==> config.mk <==
export PLATFORM = sky130hd
export DESIGN_NAME = rush_meter
export DESIGN_NICKNAME = d
export VERILOG_FILES = /design/src/rtl/rush_pkg.sv /design/src/rtl/seq_divider.sv /design/src/rtl/rush_meter.sv
export SDC_FILE = /design/constraint.sdc
export NUM_CORES = 1
export LEC_CHECK = 0
export ABC_AREA = 1
export CORE_ASPECT_RATIO = 1.2
export CORE_UTILIZATION = 50
export CTS_BUF_LIST = sky130_fd_sc_hd__clkbuf_2 sky130_fd_sc_hd__clkbuf_4 sky130_fd_sc_hd__clkbuf_8
export DETAILED_ROUTE_END_ITERATION = 16
export PLACE_DENSITY = 0.71
export SLEW_MARGIN = 20
export SYNTH_ARGS = -nofsm -noshare
export SYNTH_HDL_FRONTEND = slang
export SYNTH_HIERARCHICAL = 1
export SYNTH_SLANG_ARGS = --single-unit
==> constraint.sdc <==
create_clock -name clk -period 6.5 [get_ports clk]
set_clock_uncertainty 0.2 [all_clocks]
set_input_delay 1.625 -clock clk [delete_from_list [all_inputs] [get_ports clk]]
set_output_delay 1.625 -clock clk [all_outputs]
set_load 0.01 [all_outputs]
==> src/rtl/rush_pkg.sv <==
// Shared FSM/event types, default widths and divider iteration count for rush_meter.
package rush_pkg;

  localparam int DEF_CNT_W     = 16;
  localparam int DEF_FRAC_W    = 8;
  localparam int DEF_AVG_LOG2  = 2;
  localparam int DEF_DIV_ITERS = DEF_CNT_W + DEF_FRAC_W;

  typedef enum logic [2:0] {
    ST_IDLE,
    ST_REC1,
    ST_REC2,
    ST_GAP,
    ST_DRIVE
  } state_e;

  typedef enum logic [2:0] {
    EV_NONE,
    EV_START_REC,
    EV_START_REF1,
    EV_START_REF2,
    EV_END_REF1,
    EV_END_REC
  } event_e;

  // Bit 4 is start_recovery (highest priority) down to bit 0, end_recovery.
  function automatic event_e pick_event(input logic [4:0] edges);
    event_e ev;
    ev = EV_NONE;
    if (edges[4])      ev = EV_START_REC;
    else if (edges[3]) ev = EV_START_REF1;
    else if (edges[2]) ev = EV_START_REF2;
    else if (edges[1]) ev = EV_END_REF1;
    else if (edges[0]) ev = EV_END_REC;
    return ev;
  endfunction

endpackage

==> src/rtl/seq_divider.sv <==
// Unsigned restoring divider, one quotient bit per cycle; done_o is high in the
// final iteration cycle and quot_o carries the finished quotient during it.
module seq_divider #(
  parameter int DVD_W = 24,
  parameter int DVS_W = 16
) (
  input  logic             clk,
  input  logic             reset,
  input  logic             start_i,
  input  logic [DVD_W-1:0] dividend_i,
  input  logic [DVS_W-1:0] divisor_i,
  output logic             busy_o,
  output logic             done_o,
  output logic [DVD_W-1:0] quot_o
);

  localparam int ITW = $clog2(DVD_W + 1);

  logic             busy_q;
  logic [ITW-1:0]   iter_q;
  logic [DVS_W-1:0] rem_q;
  logic [DVS_W-1:0] dvs_q;
  logic [DVD_W-1:0] quo_q;

  logic [DVS_W:0]   rem_sh;
  logic [DVS_W:0]   rem_diff;
  logic             fits;
  logic [DVS_W-1:0] rem_nxt;
  logic [DVD_W-1:0] quo_nxt;
  logic             last;

  // The dividend shifts out of quo_q's MSB while quotient bits shift into its LSB.
  always_comb begin
    rem_sh   = {rem_q, quo_q[DVD_W-1]};
    rem_diff = rem_sh - {1'b0, dvs_q};
    fits     = (rem_sh >= {1'b0, dvs_q});
    rem_nxt  = fits ? rem_diff[DVS_W-1:0] : rem_sh[DVS_W-1:0];
    quo_nxt  = {quo_q[DVD_W-2:0], fits};
  end

  assign last = busy_q && (iter_q == ITW'(1));

  always_ff @(posedge clk or posedge reset) begin
    if (reset) begin
      busy_q <= 1'b0;
      iter_q <= '0;
    end else if (start_i && !busy_q) begin
      busy_q <= 1'b1;
      iter_q <= ITW'(DVD_W);
    end else if (busy_q) begin
      iter_q <= iter_q - ITW'(1);
      if (last) busy_q <= 1'b0;
    end
  end

  always_ff @(posedge clk) begin
    if (start_i && !busy_q) begin
      rem_q <= '0;
      quo_q <= dividend_i;
      dvs_q <= divisor_i;
    end else if (busy_q) begin
      rem_q <= rem_nxt;
      quo_q <= quo_nxt;
    end
  end

  assign busy_o = busy_q;
  assign done_o = last;
  assign quot_o = quo_nxt;

endmodule

==> src/rtl/rush_meter.sv <==
// Stroke-phase timer and rush-ratio calculator. Define RUSH_AVG_EN to add a
// windowed mean of the last 2^AVG_LOG2 rush values on rush_avg.
module rush_meter
  import rush_pkg::*;
#(
  parameter int CNT_W    = DEF_CNT_W,
  parameter int FRAC_W   = DEF_FRAC_W,
  parameter int AVG_LOG2 = DEF_AVG_LOG2
) (
  input  logic                    clk,
  input  logic                    reset,
  input  logic                    start_recovery,
  input  logic                    start_ref1,
  input  logic                    start_ref2,
  input  logic                    end_ref1,
  input  logic                    end_recovery,
  output logic [CNT_W-1:0]        rec1_count,
  output logic [CNT_W-1:0]        rec2_count,
  output logic [CNT_W-1:0]        drive_count,
  output logic [CNT_W+FRAC_W-1:0] rush,
  output logic [CNT_W+FRAC_W-1:0] rush_avg,
  output logic                    rush_valid,
  output logic                    busy,
  output logic                    err_ovf,
  output logic                    overrun
);

  localparam int DIV_ITERS = CNT_W + FRAC_W;
  localparam logic [CNT_W-1:0] CNT_MAX = '1;

  function automatic logic [CNT_W-1:0] sat_inc(input logic [CNT_W-1:0] v);
    return (v == CNT_MAX) ? v : v + CNT_W'(1);
  endfunction

  logic [4:0]           ev_in, ev_q, ev_edge;
  event_e               act;
  state_e               state_q, state_d;
  logic                 restart, launch, accept, ovr_d;
  logic [CNT_W-1:0]     cnt1_q, cnt1_d, cnt2_q, cnt2_d, cntd_q, cntd_d;
  logic                 err_q, err_d;
  logic [CNT_W:0]       rec_sum;
  logic [CNT_W-1:0]     rec_avg;
  logic [CNT_W-1:0]     rec1_q, rec2_q, drive_q;
  logic [DIV_ITERS-1:0] rush_q, div_quot;
  logic                 rush_valid_q, ovr_q;
  logic                 div_busy, div_done;

  assign ev_in   = {start_recovery, start_ref1, start_ref2, end_ref1, end_recovery};
  assign ev_edge = ev_in & ~ev_q;
  assign act     = pick_event(ev_edge);

  always_ff @(posedge clk or posedge reset) begin
    if (reset) ev_q <= '0;
    else       ev_q <= ev_in;
  end

  // Phase FSM: only the highest-priority edge of a cycle is considered.
  always_comb begin
    state_d = state_q;
    restart = 1'b0;
    launch  = 1'b0;
    case (act)
      EV_START_REC: begin
        state_d = ST_REC1;
        restart = 1'b1;
      end
      EV_START_REF1: if (state_q == ST_REC1) state_d = ST_REC2;
      EV_START_REF2: if (state_q == ST_REC2) state_d = ST_GAP;
      EV_END_REF1:   if (state_q == ST_GAP)  state_d = ST_DRIVE;
      EV_END_REC: if (state_q == ST_DRIVE) begin
        state_d = ST_IDLE;
        launch  = 1'b1;
      end
      default: ;
    endcase
  end

  always_ff @(posedge clk or posedge reset) begin
    if (reset) state_q <= ST_IDLE;
    else       state_q <= state_d;
  end

  // The segment counter also counts the cycle of its closing edge.
  always_comb begin
    cnt1_d = cnt1_q;
    cnt2_d = cnt2_q;
    cntd_d = cntd_q;
    err_d  = err_q;
    if (restart) begin
      cnt1_d = '0;
      cnt2_d = '0;
      cntd_d = '0;
      err_d  = 1'b0;
    end else begin
      case (state_q)
        ST_REC1: begin
          cnt1_d = sat_inc(cnt1_q);
          err_d  = err_q | (cnt1_q == CNT_MAX);
        end
        ST_REC2: begin
          cnt2_d = sat_inc(cnt2_q);
          err_d  = err_q | (cnt2_q == CNT_MAX);
        end
        ST_DRIVE: begin
          cntd_d = sat_inc(cntd_q);
          err_d  = err_q | (cntd_q == CNT_MAX);
        end
        default: ;
      endcase
    end
  end

  always_ff @(posedge clk or posedge reset) begin
    if (reset) begin
      cnt1_q <= '0;
      cnt2_q <= '0;
      cntd_q <= '0;
      err_q  <= 1'b0;
    end else begin
      cnt1_q <= cnt1_d;
      cnt2_q <= cnt2_d;
      cntd_q <= cntd_d;
      err_q  <= err_d;
    end
  end

  assign accept  = launch && !div_busy;
  assign ovr_d   = launch && div_busy;
  assign rec_sum = {1'b0, cnt1_d} + {1'b0, cnt2_d};
  assign rec_avg = rec_sum[CNT_W:1];

  seq_divider #(
    .DVD_W(DIV_ITERS),
    .DVS_W(CNT_W)
  ) u_div (
    .clk       (clk),
    .reset     (reset),
    .start_i   (accept),
    .dividend_i({rec_avg, {FRAC_W{1'b0}}}),
    .divisor_i (cntd_d),
    .busy_o    (div_busy),
    .done_o    (div_done),
    .quot_o    (div_quot)
  );

  // Snapshot at launch, result capture at divider completion.
  always_ff @(posedge clk or posedge reset) begin
    if (reset) begin
      rec1_q       <= '0;
      rec2_q       <= '0;
      drive_q      <= '0;
      rush_q       <= '0;
      rush_valid_q <= 1'b0;
      ovr_q        <= 1'b0;
    end else begin
      if (accept) begin
        rec1_q  <= cnt1_d;
        rec2_q  <= cnt2_d;
        drive_q <= cntd_d;
      end
      if (div_done) rush_q <= div_quot;
      rush_valid_q <= div_done;
      ovr_q        <= ovr_d;
    end
  end

`ifdef RUSH_AVG_EN
  localparam int DEPTH = 1 << AVG_LOG2;
  localparam int SUM_W = DIV_ITERS + AVG_LOG2;

  logic [DIV_ITERS-1:0] ring_q [DEPTH];
  logic [AVG_LOG2-1:0]  wr_q;
  logic [SUM_W-1:0]     sum_q, sum_d;
  logic [DIV_ITERS-1:0] avg_q;

  assign sum_d = sum_q - SUM_W'(ring_q[wr_q]) + SUM_W'(div_quot);

  always_ff @(posedge clk or posedge reset) begin
    if (reset) begin
      for (int i = 0; i < DEPTH; i++) ring_q[i] <= '0;
      wr_q  <= '0;
      sum_q <= '0;
      avg_q <= '0;
    end else if (div_done) begin
      ring_q[wr_q] <= div_quot;
      wr_q         <= wr_q + 1'b1;
      sum_q        <= sum_d;
      avg_q        <= DIV_ITERS'(sum_d >> AVG_LOG2);
    end
  end

  assign rush_avg = avg_q;
`else
  assign rush_avg = rush_q;
`endif

  assign rec1_count  = rec1_q;
  assign rec2_count  = rec2_q;
  assign drive_count = drive_q;
  assign rush        = rush_q;
  assign rush_valid  = rush_valid_q;
  assign busy        = div_busy;
  assign err_ovf     = err_q;
  assign overrun     = ovr_q;

endmodule

## After elaboration in Yosys (flattened, before gate mapping)

Cells that the tools add are included.

| word-level totals | value |
|---|---|
| output and inout port bits | 100 |
| word-level logic and storage cells | 88 |
| flip-flop bits (word level) | 193 |
| bits of input ports | 7 |

| operators by class | value |
|---|---|
| $lt $le $gt $ge | 1 |
| reductions and logical operators | 9 |
| muxes and demuxes | 32 |
| equality and inequality tests | 17 |
| bitwise operators | 5 |
| $add $sub $neg | 6 |

Operators with widths:

| kind | count |
|---|---|
| $mux 16 | 10 |
| $add 16x1->16 const B | 3 |
| $eq 16x16->1 const B | 3 |
| $mux 24 | 2 |
| $mux 3 | 9 |
| $add 16x16->17 | 1 |
| $ge 17x16->1 | 1 |
| $sub 16x16->16 | 1 |
| $pmux 3 s5 | 1 |
| $eq 3x2->1 const B | 4 |
| $mux 5 | 2 |
| $eq 3x3->1 const B | 3 |
| $ne 2x2->1 const B | 4 |
| $mux 1 | 7 |
| $eq 3x1->1 const B | 2 |
| $and 5x5->5 | 1 |
| $eq 5x1->1 const B | 1 |
| $not 5->5 | 1 |
| $reduce_and 5->1 | 1 |
| $reduce_bool 5->1 | 1 |
| $sub 5x1->5 const B | 1 |
| $logic_and 1x1->1 | 4 |
| $reduce_bool 4->1 | 1 |
| $or 1x1->1 | 3 |
| other kinds (3) | 3 |

## Logic depth before layout (Yosys ltp)

| depth | value |
|---|---|
| depth in word-level cells | 12 |
| depth in mapped cells | 24 |
| mapped depth without buffers | 24 |

## By module

Netlist, hierarchy kept.

Modules (own cells, without submodules):

| module | seq. area each (sq um) | cells an instance | area an instance (sq um) | instances |
|---|---|---|---|---|
| rush_meter | 3278.1 | 821 | 6906.6 | 1 |
| seq_divider | 1671.6 | 500 | 3946.3 | 1 |

## Worst setup path before layout

OpenSTA, ideal clock, no wires.

| timing path | value |
|---|---|
| kind | register to register |
| from | register cnt1_q[0] |
| to | register u_div.quo_q[21], data pin |
| stages on the path, launching flop included | 21 |
| data required time | 6.047 ns |
| setup time | 0.253 ns |
| clock period less this slack | 3.399 ns |
| arrival time | 2.946 ns |
| path buffers | 0 |
| path slack | 3.101 ns |
| path through | dfrtp_1 > ha_1 > inv_1 > nor2_2 > nand2_1 > o21ai_2 > or2_1 > nor2_1 > nand2_1 > o21ai_1 > a21oi_1 > ha_1 > a21o_1 > a21oi_1 > o21ai_0 > a21oi_1 > nand3b_1 > nand2_1 > xor2_1 > nand2_1 > nand2_1 |

| on the way | value |
|---|---|
| cells in the longest elaborated chain, start to end | 6 |
| elaborated cells between the ends (all ways) | 7 |
| classes of those cells | add/sub: 2; eq/ne: 1; mux: 4 |

Ends and longest elaborated chain:

| item | line | text |
|---|---|---|
| from (decl) | rush_meter.sv:39 | `logic [CNT_W-1:0] cnt1_q, cnt1_d, cnt2_q, cnt2_d, cntd_q, cntd_d;` |
| from (signal assigned) | rush_meter.sv:120 | `cnt1_q <= cnt1_d;` |
| $add 16x1->16 / $eq 16x16->1 (equally long branches) | rush_meter.sv:32 | `return (v == CNT_MAX) ? v : v + CNT_W'(1);` |
| $mux 16 (*) | rush_meter.sv:32 |  |
| $mux 16 (*) | rush_meter.sv:95 | `case (state_q)` |
| $mux 16 (*) | rush_meter.sv:89 | `if (restart) begin` |
| net cnt1_d[5] | rush_meter.sv:39 |  |
| $add 16x16->17 (*) | rush_meter.sv:129 | `assign rec_sum = {1'b0, cnt1_d} + {1'b0, cnt2_d};` |
| net rec_sum[14] | rush_meter.sv:41 | `logic [CNT_W:0] rec_sum;` |
| $mux 24 (*) | seq_divider.sv:57 | `if (start_i && !busy_q) begin` |
| to (signal assigned) | seq_divider.sv:59 | `quo_q <= dividend_i;` |
| to (signal assigned) | seq_divider.sv:63 | `quo_q <= quo_nxt;` |
| to (decl) | seq_divider.sv:23 | `logic [DVD_W-1:0] quo_q;` |

The timed path passes the listed nets; every way through them passes the cells marked *.
A chain may end at the register's enable or synchronous reset.

==> results.py <==
metrics = {
    "clock_network": {
        "cts.reportedPaths.clkPinSlew_ns": 0.12,
        "cts_tree": "built",
        "clkLatencyLatePin_ns": 0.48,
        "cts_hold_buf": 0,
        "post_cts_buffers": 0,
        "cts_made_buffers": 17,
        "cts_resized": 0,
        "cts.sinks": 193,
        "cts_buffer_depth": 2,
        "cts_max_level": 4,
        "root_buffer": "clkbuf_8",
    },
    "synth": {
        "synth_fa_ha_area_frac": 0.0452,
        "synth_warnings": 6,
        "synth_ff_type": "dfrtp_1",
        "synth-xor-area-share": 0.0218,
        "synth_compound_area_frac": 0.0704,
        "synth_top_family_by_area": "simple AND/OR/NAND/NOR gates",
        "syn_area_per_cell_um2": 8.22,
        "synthSimpleGateAreaFrac": 0.276,
        "muxShareOfSynthArea": 0.0249,
        "syn-instance-count": 1321,
        "ys_ff_latch": 193,
        "syn_area_um2": 10900,
        "yosysSeqAreaShare": 0.456,
        "synth_edf_count": 40,
        "synth-async-reset-ratio": 0.710,
        "synth_cell_type_count": 57,
    },
    "die": {
        "rows": 58,
        "ios": 107,
        "dieArea_um2": 22300,
        "die_height_um": 163,
        "die_width_um": 136,
        "start_util": 0.514,
        "core_area_um2": 21100,
    },
    "place": {
        "place_congestion": 0.960,
        "placed_area_um2": 11900,
        "pre_cts_slack_ns": 1.14,
        "io_buffers": 106,
        "dp_hpwl_mm": 18.7,
    },
    "pwr": {
        "powerDensity_nw_per_um2": 292,
        "peakVddDrop_mv": 0.160,
        "leakage_nw": 5.97,
        "finalPower_mw": 3.58,
    },
    "global_routing": {
        "globalRouteOverflowTotal": 0,
        "grt_pass1_vias": 8226,
        "antenna_found_initial": 0,
        "grt_max_degree": 88,
        "grt.total_usage": 0.239,
        "grt_first_pass_wirelength_mm": 41.3,
    },
    "worst_setup_path": {
        "cp_slowest_stage_delay_ns": 0.47,
        "critical_path.most_common_cell": "nand2_1",
        "setup.worst_path.start_class": "primary input",
        "rrSetupSlack_ns": 2.39,
        "crit_arrival_ns": 4.91,
        "cp_max_fo": 18,
        "setup.worst_path.start": "start_recovery",
        "crit_path_end_kind": "register",
        "cp_data_required_time_ns": 6.55,
        "crit_path_end": "u_div/quo_q[21]",
        "path_cells": "clkdlybuf4s50_1 -> inv_1 -> nor2_2 -> clkinv_1 -> and3_1 -> ha_1 -> a21oi_1 -> nand2_1 -> a21oi_1 -> o21ai_0 -> a21oi_1 -> nand3b_1 -> nand2_1 -> xor2_1 -> nand2_1 -> nand2_1",
        "rr_endpoint": "u_div/quo_q[21]",
        "crit_type": "in2reg",
        "cp_slowest_cell": "clkdlybuf4s50_1",
        "critPathTopFamily": "simple AND/OR/NAND/NOR gates",
        "path_depth": 16,
        "r2r_cells": 19,
        "r2r_start": "cnt2_q[0]",
        "cp.buffers_inverters": 3,
    },
    "detailed_routing": {
        "dr.pass1.iters": 5,
        "postRouteAntennaNets": 0,
        "wl_per_cell_um": 15.0,
        "drcViolationCount": 0,
        "wl_mm": 25.1,
        "viasPerCell": 5.17,
        "vias": 8634,
        "drt-initial-drc-count": 477,
    },
    "cells_and_area": {
        "syn_to_final_growth_pct": 12.7,
        "drive_gt1_frac": 0.106,
        "layout.nets": 1432,
        "insertedDiodeCount": 0,
        "finalInstanceArea_um2": 12200,
    },
    "timing": {
        "worst_slack_ns": 1.64,
        "setup_violations": 0,
        "relSlewSlack": 0.310,
        "worst_pin_slew_ns": 1.03,
        "fin_setup_tns_ns": 0,
        "finalHoldViolCount": 0,
        "drv_slew": 0,
        "period_share": 0.748,
        "clock.fmax_mhz": 206,
        "rsz0062_at_grt": "false",
        "period_minus_slack_ns": 4.86,
    },
    "worst_hold_path": {
        "hold_class": "reg2reg",
    },
    "outcome": {
        "status": "finished, final reports clean",
    },
    "flow_run": {
        "max-cap-violations": 0,
    },
}
cell usage in the layout, fill, tap and decap left out, types with 4 or more instances in the layout:
cell             count
nand2_1            396
inv_1              155
dfrtp_1            137
clkdlybuf4s50_1    106
nand3_1             78
nor2_1              70
o21ai_0             48
edfxtp_1            40
a21oi_1             38
ha_1                36
mux2_2              24
o21ai_1             23
nand2_2             21
xor2_1              19
clkbuf_8            17
dfxtp_1             16
nand4_1             13
nor3_1              13
nand3_2             12
nor2_2              11
inv_2               11
nand3b_1             9
buf_4                9
nor4_1               8
xnor2_1              8
conb_1               8
nor2_4               7
a31oi_1              7
inv_6                7
nor3_2               4
inv_8                4
logic make-up (layout without fill, tap and decap cells):
kind of cell	after synthesis	in the layout
adders and majority gates	38	38
muxes	24	24
buffers and inverters	245	317
xor gates and xnor gates	27	27
and+or+nand+nor	656	656
other	1	8
DFF	193	193
AOI/OAI and AO/OA	137	137
final cells by class:
type                       count  area, um2
multi-input combinational    890       4790
clock inverter                14        139
timing repair buffer         115       1130
tap                          270        338
clock buffer                  18        241
fill                        1885       8880
sequential                   193       4950
inverter                     170        646
how the worst min path moves through the flow:
stage,start,to,depth (start not counted)
floorplan,u_div/rem_q[15],u_div/rem_q[15],2
global placement,u_div/rem_q[15],u_div/rem_q[15],2
detailed placement,u_div/rem_q[11],u_div/rem_q[11],2
CTS,u_div/rem_q[11],u_div/rem_q[11],2
global route,u_div/rem_q[11],u_div/rem_q[11],2
finish,u_div/rem_q[11],u_div/rem_q[11],2
worst reg2reg max path, cell delays in order, from the launching register on:
cell	delay, ns
dfrtp_1	0.51
ha_1	0.26
nand2_1	0.08
nor2_2	0.20
nand2_2	0.11
o21ai_4	0.28
inv_4	0.10
nand3b_1	0.18
and3_1	0.24
ha_1	0.29
a21oi_1	0.16
nand2_1	0.11
a21oi_1	0.22
o21ai_0	0.22
a21oi_1	0.29
nand3b_1	0.15
nand2_1	0.06
xor2_1	0.13
nand2_1	0.07
nand2_1	0.06
per-stage QoR:
step                instances  hold slack (ns)   util
floorplan                1328            0.240      -
global placement         1638            0.258  0.561
detailed placement       1638            0.261  0.561
CTS                      1670            0.279  0.579
global route             1670            0.297  0.579
finish                   1670            0.278  0.579
synth_stat cells, drive strengths merged, types with 9 or more instances:
cell,n,share of area
a21oi,41,0.020
buf,58,0.040
clkbuf,17,0.0059
dfrtp,137,0.32
dfxtp,16,0.030
edfxtp,40,0.11
ha,36,0.042
inv,168,0.058
mux2,24,0.025
nand2,421,0.15
nand3,90,0.047
nand3b,9,0.0062
nand4,14,0.0086
nor2,89,0.040
nor3,19,0.012
o21ai,74,0.036
xor2,19,0.015
power by group:
group          leakage [nW]  switching, mW  total [mW]  internal, mW
logic                  3.40          0.811        1.28         0.467
clock network         0.193          0.475       0.766         0.291
registers              2.38          0.127        1.53          1.40
total                  5.97           1.41        3.58          2.16
per-layer routing:
layer | vias up | global-route usage | share of wire
met4 | 0 | 0.0813 | 0.026
met2 | 186 | 0.421 | 0.51
li1 | 4324 | - | -
met3 | 30 | 0.0335 | 0.034
met5 | - | 0 | 0
met1 | 4094 | 0.299 | 0.43
No activity file was read; power rests on OpenSTA's default activity.
